<file path="config.mk">
export PLATFORM = sky130hd
export DESIGN_NAME = stream_mux_rr
export DESIGN_NICKNAME = d
export VERILOG_FILES = /design/src/rtl/stream_mux_pkg.sv /design/src/rtl/rr_arbiter.sv /design/src/rtl/stream_mux_rr.sv
export SDC_FILE = /design/constraint.sdc
export NUM_CORES = 1
export LEC_CHECK = 0
export ABC_AREA = 1
export CORE_MARGIN = 2
export CORE_UTILIZATION = 44
export DETAILED_ROUTE_END_ITERATION = 10
export HOLD_SLACK_MARGIN = 0.12
export PLACE_DENSITY_LB_ADDON = 0.1
export SYNTH_ARGS = -nofsm -noshare
export SYNTH_HDL_FRONTEND = slang
export SYNTH_SLANG_ARGS = --single-unit
</file>
<file path="constraint.sdc">
create_clock -name clk -period 2.3 [get_ports clk]
set_clock_uncertainty 0.05 [all_clocks]
set_input_delay 0.345 -clock clk [delete_from_list [all_inputs] [get_ports clk]]
set_output_delay 0.345 -clock clk [all_outputs]
set_load 0.02 [all_outputs]
</file>
<file path="src/rtl/stream_mux_pkg.sv">
// rtl/stream_mux_pkg.sv - shared types for the registered round-robin stream mux
package stream_mux_pkg;

    typedef enum logic {
        MODE_FIXED = 1'b0,
        MODE_RR    = 1'b1
    } mux_mode_e;

    typedef enum logic {
        IDLE   = 1'b0,
        LOCKED = 1'b1
    } mux_state_e;

endpackage

</file>
<file path="src/rtl/rr_arbiter.sv">
// rtl/rr_arbiter.sv - combinational round-robin pick, searching upward from last_gnt+1
// req: per-channel request; last_gnt: most recent winner; gnt_idx/gnt_vld: winner and whether any request exists
module rr_arbiter #(
    parameter int N_CH  = 4,
    parameter int SEL_W = $clog2(N_CH)
) (
    input  logic [N_CH-1:0]  req,
    input  logic [SEL_W-1:0] last_gnt,
    output logic [SEL_W-1:0] gnt_idx,
    output logic             gnt_vld
);

    int idx;

    // Walk candidates farthest-first so the nearest requester after last_gnt
    // overwrites earlier hits and ends up as the winner.
    always_comb begin
        gnt_idx = '0;
        gnt_vld = 1'b0;
        idx     = 0;
        for (int k = N_CH; k >= 1; k--) begin
            idx = (int'(last_gnt) + k) % N_CH;
            if (req[SEL_W'(idx)]) begin
                gnt_idx = SEL_W'(idx);
                gnt_vld = 1'b1;
            end
        end
    end

endmodule

</file>
<file path="src/rtl/stream_mux_rr.sv">
// rtl/stream_mux_rr.sv - packet-aware N-channel stream mux with fixed or round-robin select and one output register
// clk/rst: rising-edge clock, synchronous active-high reset
// en/mode/sel: accept enable, FIXED(0)/RR(1) select mode, fixed-mode channel select
// in_valid/in_data/in_last/in_ready: N_CH input streams, channel i at in_data[i*WIDTH +: WIDTH]
// out_valid/out_data/out_last/out_ch/out_ready: registered output stream with source channel tag
module stream_mux_rr #(
    parameter int WIDTH = 4,
    parameter int N_CH  = 4,
    parameter int SEL_W = $clog2(N_CH)
) (
    input  logic                    clk,
    input  logic                    rst,
    input  logic                    en,
    input  logic                    mode,
    input  logic [SEL_W-1:0]        sel,
    input  logic [N_CH-1:0]         in_valid,
    input  logic [N_CH*WIDTH-1:0]   in_data,
    input  logic [N_CH-1:0]         in_last,
    output logic [N_CH-1:0]         in_ready,
    output logic                    out_valid,
    output logic [WIDTH-1:0]        out_data,
    output logic                    out_last,
    output logic [SEL_W-1:0]        out_ch,
    input  logic                    out_ready
);

    import stream_mux_pkg::*;

    mux_state_e        state_q, state_d;
    logic [SEL_W-1:0]  lock_ch_q;
    logic [SEL_W-1:0]  rr_last_q;
    logic [SEL_W-1:0]  gnt;
    logic [SEL_W-1:0]  arb_idx;
    logic              arb_vld;
    logic              gnt_ok;
    logic              can_acc;
    logic              accept;
    logic [WIDTH-1:0]  gnt_data;
    logic              gnt_last;
    // Valid vector padded to the full select range so out-of-range selects
    // simply read a zero instead of needing a bounds compare.
    logic [(2**SEL_W)-1:0] valid_ext;

    rr_arbiter #(
        .N_CH  (N_CH),
        .SEL_W (SEL_W)
    ) u_arb (
        .req      (in_valid),
        .last_gnt (rr_last_q),
        .gnt_idx  (arb_idx),
        .gnt_vld  (arb_vld)
    );

    always_comb begin
        valid_ext             = '0;
        valid_ext[N_CH-1:0]   = in_valid;
        gnt                   = sel;
        gnt_ok                = 1'b0;
        if (state_q == LOCKED) begin
            gnt    = lock_ch_q;
            gnt_ok = valid_ext[lock_ch_q];
        end else if (mux_mode_e'(mode) == MODE_RR) begin
            gnt    = arb_idx;
            gnt_ok = arb_vld;
        end else begin
            gnt    = sel;
            gnt_ok = valid_ext[sel];
        end
        // The output slot is free when empty or being drained this same cycle.
        can_acc = en && (!out_valid || out_ready);
        accept  = can_acc && gnt_ok;
    end

    always_comb begin
        gnt_data = '0;
        gnt_last = 1'b0;
        in_ready = '0;
        for (int i = 0; i < N_CH; i++) begin
            if (gnt == SEL_W'(i)) begin
                gnt_data    = in_data[i*WIDTH +: WIDTH];
                gnt_last    = in_last[i];
                in_ready[i] = accept;
            end
        end
    end

    always_comb begin
        state_d = state_q;
        case (state_q)
            IDLE:    if (accept && !gnt_last) state_d = LOCKED;
            LOCKED:  if (accept && gnt_last)  state_d = IDLE;
            default: state_d = IDLE;
        endcase
    end

    always_ff @(posedge clk) begin
        if (rst) begin
            state_q   <= IDLE;
            lock_ch_q <= '0;
            rr_last_q <= SEL_W'(N_CH - 1);
            out_valid <= 1'b0;
            out_data  <= '0;
            out_last  <= 1'b0;
            out_ch    <= '0;
        end else begin
            state_q <= state_d;
            if (accept && state_q == IDLE) begin
                lock_ch_q <= gnt;
            end
            // Updated on packet end in both modes so RR resumes past the
            // channel that most recently finished, even after FIXED traffic.
            if (accept && gnt_last) begin
                rr_last_q <= gnt;
            end
            if (accept) begin
                out_valid <= 1'b1;
                out_data  <= gnt_data;
                out_last  <= gnt_last;
                out_ch    <= gnt;
            end else if (out_valid && out_ready) begin
                out_valid <= 1'b0;
                out_data  <= '0;
                out_last  <= 1'b0;
            end
        end
    end

endmodule

</file>
==> out/results.tsv, run 1 <==
stage	metric	value	unit
sta	maxSlewHeadroom	81.07	%
sta	setup_slack	-0.03281	ns
die	die_area	0.003032	mm²
yosys	synth_mux_area_share	0	%
sta	whs	0.4253	ns
finish	syn2layout_area_growth	79.61	%
clock_tree	cts_sinks	13	
sta	rsz0062_at_grt	true	
sta	hold_viol	0	
setup_path	slowest_stage	dfxtp_4	
setup_path	start_kind	flip-flop	
yosys	ys_seq_elements	13	
setup_path	cp_slowest_stage_delay	0.39	ns
sta	setup_viol	1	
power	p_total	1.491	mW
setup_path	crit_type	flip-flop to primary output	
placement	dp_cells	280	
power	irDropWorstVdd	0.5519	mV
global_routing	grt_pass1_vias	1334	
sta	drv_slew	0	
die	ios	43	
yosys	synth_fa_ha_area_share	0	%
finish	drive_gt1_share	39.38	%
setup_path	r2r_start	rr_last_q[0]	
yosys	synth.largest_area_cell	dfxtp_1	
die	row_count	18	
finish	diodes	0	
min_path	worstHoldPathType	flip-flop to flip-flop	
clock_tree	cts.htree.levels	1	
setup_path	cp_top_family	simple AND/OR/NAND/NOR gates	
status	status	complete, but fails checks	
finish	seq_area	267.8	µm²
yosys	avgSynthCellArea	6.169	µm²
detailed_routing	ant_nets	0	
clock_tree	ctsLongestPathBuffers	2	
min_path	whs_path_depth	2	
sta	worst_slew_pin_slew	0.2832	ns
clock_tree	cts-root-buf	clkbuf_4	
finish	fillers	163	
placement	place_area	0.001767	mm²
setup_path	crit_top_cell	nand3_2	
power	p_leak	1.002	nW
placement	dp_hpwl	2.784	mm
die	start_util	46.31	%
global_routing	gr-total-overflow	0	
detailed_routing	finalWirelength	4.157	mm
yosys	synth_compound_gate_area_share	14.83	%
yosys	synth.top_cell.area_share	22.68	%
status	violations	negative setup slack	
min_path	worstHoldStart	out_ch[1]	
yosys	synth_top_family_by_area	simple AND/OR/NAND/NOR gates	
die	dieHeight	55.07	µm
setup_path	cp.required	1.90	ns
sta	max_freq	428.7	MHz
finish	final_cell_area	0.002061	mm²
global_routing	grt_max_degree	10	
detailed_routing	route.detailed.drc	0	
setup_path	critPathBufInv	4	
die	die_w	55.07	µm
flow_run	max-cap-violations	0	
detailed_routing	detail_route.first_pass.iterations	4	
clock_tree	path_clk_slew	0.09	ns
global_routing	antenna_found_initial	0	
yosys	yosys-top-cells-area	dfxtp_1 (23%), nand2_1 (22%), a21oi_1 (6.1%), nor2_1 (5.9%), nand3_1 (5.2%)	
yosys	synth_area	0.001147	mm²
setup_path	regToRegEndpoint	rr_last_q[0]	
detailed_routing	via_count	1482	
yosys	ys_warn_count	0	
finish	nNetsFinal	291	
global_routing	grt_usage	25.65	%
detailed_routing	avgRoutedWirePerCell	14.38	µm
detailed_routing	viasPerCell	5.128	
yosys	synth_xor_area_share	0	%
setup_path	cp.arrival	1.94	ns
clock_tree	cts_hold_buf	0	
yosys	ys_types	30	
sta	fin_crit	2.333	ns
clock_tree	cts_tree	done	
power	p_per_area	723.8	mW/mm²
setup_path	r2r_slack	0.10	ns
setup_path	endpoint_kind	primary output	
clock_tree	cts_buffers	3	
sta	min_period_over_period	101.4	%
clock_tree	clkLatencyLatePin	0.28	ns
setup_path	worstPathCellList	buf_8, nand2_4, nand3_2, nand2_2, inv_1, nand2_2, nand3_2, nand3_2, nand3_4, nand2_8, inv_8, nor3_4, buf_6	
yosys	seq_area_frac_synth	22.68	%
finish	multi_input_area	968.4	µm²
yosys	syn_inst	186	
placement	gp_congestion	0.8538	
setup_path	cp_max_fo	5	
setup_path	worst_r2r_path_depth	16	
placement	post-place-ws	-0.6352	ns
yosys	synth_simple_gate_area_share	53.11	%
placement	io_buffers	42	
yosys	synth_fp_nets	217	
min_path	min_to	out_ch[1]	
finish	final_cells	289	
die	core	0.002477	mm²
global_routing	grt_pass1_wl	5.568	mm
detailed_routing	first_iter_violations	35	
-- tightest hold or removal path: stages, from the launching register on --
cell     delay (ns)
dfxtp_1        0.32
nand2_1        0.06
a21oi_1        0.05
-- worst max path at each step --
stage,from,slack [ns],to,cells after the start
after CTS,sel[0],0.008,in_ready[3],12
after global placement,in_valid[3],-0.55,in_ready[1],13
final,rr_last_q[0],-0.03,in_ready[1],13
after floorplan,rr_last_q[0],0.21,in_ready[1],11
after global routing,rr_last_q[0],-0.14,in_ready[1],13
after detailed placement,in_valid[2],-0.64,in_ready[1],13
-- cell type report --
| cell class | count | area share (%) |
|---|---|---|
| multi-input combinational | 151 | 46.99 |
| sequential | 13 | 12.99 |
| clock buffer | 4 | 1.275 |
| inverter | 19 | 4.311 |
| tap | 30 | 1.821 |
| timing repair buffer | 72 | 32.60 |
-- routing by layer --
metal  GRT usage [%]  share of wire (%)
met3           5.108                4.4
met5               0                  0
met1           28.27                 41
met4           6.504                1.3
met2           49.40                 53
-- timing repair --
| item | in CTS | in global routing |
|---|---|---|
| cloned | 0 | 1 |
| pin swaps | 1 | 22 |
| gates resized for setup | 32 | 64 |
| endpoints found under the setup margin | 4 | 12 |
| buffers inserted | 2 | 2 |
| hold endpoints to repair | 0 | 0 |
-- synthesized netlist by cell type (all sizes together) --
cell type,count
a211oi,1
a21boi,1
a21oi,15
and2,1
buf,3
clkinv,1
dfxtp,13
inv,18
nand2,78
nand3,16
nand4,1
nor2,21
nor3,2
o211ai,3
o21ai,10
or2,2
-- cell usage in the layout, fill, tap and decap left out, types with 4 or more instances in the layout --
master,instances
nand2_1,41
clkdlybuf4s50_1,32
buf_4,29
nand2_2,20
nor2_1,16
nand2_4,15
a21oi_1,13
inv_1,12
dfxtp_1,11
nand3_1,9
o21ai_0,7
nand3_2,5
inv_2,4
dlygate4sd2_1,4
-- state kept, by name, summed over array words and instances (netlist names), named ones only --
name and cells:
rr_last_q 2, out_last 1, out_data 4, lock_ch_q 2, out_ch 2, out_valid 1
-- per-stage QoR --
stage | utilization (%) | setup TNS, ns
2_1_floorplan | - | 0
3_3_place_gp | 71.31 | -3.391
3_5_place_dp | 71.31 | -3.870
4_1_cts | 73.03 | 0
5_1_grt | 83.18 | -0.5582
6_report | 83.18 | -0.03281
-- where the power goes --
| group | leakage (nW) | switching (mW) | internal [mW] |
|---|---|---|---|
| Combinational | 0.880 | 0.569 | 0.458 |
| Clock | 0.0150 | 0.0818 | 0.0674 |
| Sequential | 0.107 | 0.0459 | 0.269 |
-- logic make-up after synthesis --
family,after synthesis
AOI/OAI and AO/OA,30
buffers and inverters,22
DFF,13
and+or+nand+nor,121
(Power assumes the default switching activity.)
==> inputs of run 2 (changes only) <==
MAX_ROUTING_LAYER = met4   (was not set)
SETUP_SLACK_MARGIN = 0.5   (was not set)
==> out/results.tsv, run 2 (synthesis results as in run 1) <==
stage	metric	value	unit	change
finish	regMostFlops	out_data		
placement	io_buffers	42		unchanged
die	die_w	55.07	µm	unchanged
min_path	whs_path_depth	2		unchanged
min_path	min_to	out_ch[1]		
setup_path	crit_type	flip-flop to flip-flop		
global_routing	gr-total-overflow	0		unchanged
die	die_area	0.003032	mm²	unchanged
sta	drv_slew	0		unchanged
setup_path	regToRegEndpoint	out_data[1]		
power	pwr-share-clk	9.0	%	-1.0 points
global_routing	grt_usage	26.92	%	+1.3 points
min_path	worstHoldPathType	flip-flop to flip-flop		
finish	syn2layout_area_growth	92.26	%	
detailed_routing	via_count	1661		+12%
clock_tree	ctsLongestPathBuffers	2		unchanged
finish	final_cells	298		+3.1%
min_path	worstHoldStart	out_ch[1]		
finish	drive_gt1_share	47.01	%	+7.6 points
power	switching_share	46.95	%	+0.21 points
sta	min_period_over_period	102.0	%	+0.58 points
finish	layout_common_cells	nand2_1 (41), clkdlybuf4s50_1 (32), buf_4 (30)		
status	violations	negative setup slack		
setup_path	critPathBufInv	4		unchanged
sta	maxSlewHeadroom	69.05	%	-12 points
setup_path	crit_top_cell	nand2_1		
clock_tree	clkLatencyLatePin	0.28	ns	about the same
setup_path	worst_r2r_path_depth	16		unchanged
power	power_frac_comb	72.7	%	+3.8 points
sta	whs	0.4303	ns	+0.004973 ns
clock_tree	cts_buffers	3		unchanged
setup_path	start_kind	flip-flop		
global_routing	antenna_found_initial	0		unchanged
setup_path	slowest_stage	dfxtp_4		
setup_path	r2r_slack	-0.05	ns	-0.15 ns
status	status	complete, but fails checks		
power	irDropWorstVdd	0.7479	mV	+36%
sta	fin_crit	2.346	ns	+0.01337 ns
power	p_total	1.691	mW	+13%
setup_path	r2r_start	rr_last_q[0]		
finish	fillers	124		-24%
finish	largest_register_ff_count	4		unchanged
clock_tree	cts_tree	done		
setup_path	cp_top_family	simple AND/OR/NAND/NOR gates		
setup_path	endpoint_kind	flip-flop		
flow_run	max-cap-violations	0		unchanged
power	power.switching	0.7940	mW	+14%
sta	max_freq	426.2	MHz	-0.57%
sta	setup_viol	1		unchanged
clock_tree	path_clk_slew	0.09	ns	about the same
power	p_leak	1.052	nW	+5.0%
setup_path	cp.required	2.45	ns	+0.55 ns
global_routing	grt_max_degree	12		+2
placement	place_area	0.001821	mm²	+3.0%
power	p_seq_share	18.3	%	-2.8 points
sta	rsz0062_at_grt	true		
global_routing	grt_pass1_wl	5.664	mm	+1.7%
clock_tree	cts.htree.levels	1		unchanged
sta	worst_slew_pin_slew	0.4628	ns	+0.1796 ns
clock_tree	cts-root-buf	clkbuf_4		
setup_path	cp_max_fo	6		+1
detailed_routing	ant_nets	0		unchanged
detailed_routing	avgRoutedWirePerCell	16.79	µm	+17%
die	core	0.002477	mm²	unchanged
sta	setup_slack	-0.04618	ns	-0.01337 ns
detailed_routing	detail_route.first_pass.iterations	5		+1
power	power.internal	0.8972	mW	+13%
setup_path	cp_slowest_stage_delay	0.40	ns	about the same
placement	dp_cells	283		+1.1%
die	start_util	46.31	%	unchanged
finish	layout_commonest_cell	nand2_1		
power	p_per_area	766.7	mW/mm²	+5.9%
setup_path	worstPathCellList	buf_12, nand2_4, nand2_4, and2_4, nand4_1, nand2_1, nand2_2, nand3_4, clkinv_4, buf_4, buf_6, a21oi_4, nand2_1, nand2_1, a21oi_1, nor2_1		
finish	diodes	0		unchanged
finish	final_cell_area	0.002206	mm²	+7.0%
detailed_routing	viasPerCell	5.574		+8.7%
detailed_routing	first_iter_violations	42		+20%
setup_path	cp.arrival	2.49	ns	+0.55 ns
die	ios	43		unchanged
global_routing	grt_pass1_vias	1388		+4.0%
detailed_routing	finalWirelength	5.004	mm	+20%
placement	gp_congestion	0.9274		+8.6%
clock_tree	cts_sinks	13		unchanged
finish	nNetsFinal	300		+3.1%
die	row_count	18		unchanged
sta	hold_viol	0		unchanged
die	dieHeight	55.07	µm	unchanged
detailed_routing	route.detailed.drc	0		unchanged
finish	final_core_util	89.04	%	+5.9 points
placement	dp_hpwl	2.803	mm	+0.69%
[run 2: cell types whose count changed in the layout (fill, tap and decap cells not counted), moves of 3 or more]
cell / previous run / this run
nand2_4: 15 / 10
nand3_2: 5 / 11
nor2_1: 16 / 11
nand3_1: 9 / 3
nand2_2: 20 / 25
buf_6: 3 / 10
nor2_4: 2 / 5
[run 2: cell type report]
cell class,instances,area (µm²),area share [%]
Sequential cell,13,265.3,12.02
Tap cell,30,37.54,1.702
Inverter,19,90.09,4.084
Clock buffer,4,26.28,1.191
Multi-Input combinational cell,151,1016,46.06
Timing Repair Buffer,81,770.7,34.94
[run 2: routing by layer]
layer | global-route usage (%) | vias up | wire (µm)
met1 | 27.91 | 782 | 1929
met4 | 9.350 | 0 | 238
met5 | - | - | 0
met3 | 4.032 | 27 | 258
met2 | 51.19 | 86 | 2578
li1 | - | 766 | -
[run 2: tightest hold or removal path, stage by stage (launching register included)]
cell and delay (ns):
dfxtp_1 0.32, nand2_1 0.07, a21oi_1 0.06
[run 2: worst max path at each step]
stage                             from  depth (start not counted)  slack (ns)          end
after global routing      rr_last_q[0]                         16       -0.09  out_data[1]
after floorplan           rr_last_q[0]                         11        0.45  in_ready[1]
after detailed placement   in_valid[1]                         14       -0.57  in_ready[2]
after global placement     in_valid[2]                         13       -0.54  in_ready[3]
final                     rr_last_q[0]                         16       -0.05  out_data[1]
after CTS                 rr_last_q[0]                         13        0.04  in_ready[2]
[run 2: through the flow]
stage | TNS [ns] | setup WS (ns)
6_report | -0.04618 | -0.04618
2_1_floorplan | 0 | 0.4548
5_1_grt | -0.2482 | -0.08659
4_1_cts | 0 | 0.03925
3_3_place_gp | -3.749 | -0.5413
3_5_place_dp | -4.333 | -0.5703
[run 2: what timing repair did]
item	in CTS	in global routing
setup buffers	4	6
cloned	0	1
setup endpoints to repair	15	15
pin swaps	7	26
hold buffers	0	0
gates resized for setup	46	63
endpoints found under the hold margin	0	0
[run 2: power by group through the flow]
| stage | registers (mW) | logic, mW | clock network (mW) |
|---|---|---|---|
| after detailed placement | 0.301 | 0.856 | 0 |
| after global placement | 0.300 | 0.836 | 0 |
| after global routing | 0.314 | 1.29 | 0.159 |
| final | 0.310 | 1.23 | 0.152 |
| after floorplan | 0.324 | 0.486 | 0 |
| after CTS | 0.299 | 0.932 | 0.147 |
==> inputs of run 3 (changes only) <==
CAP_MARGIN = 20   (was not set)
==> results of run 3 <==
The final DEF is identical to that of run 2; final timing and power are the same.
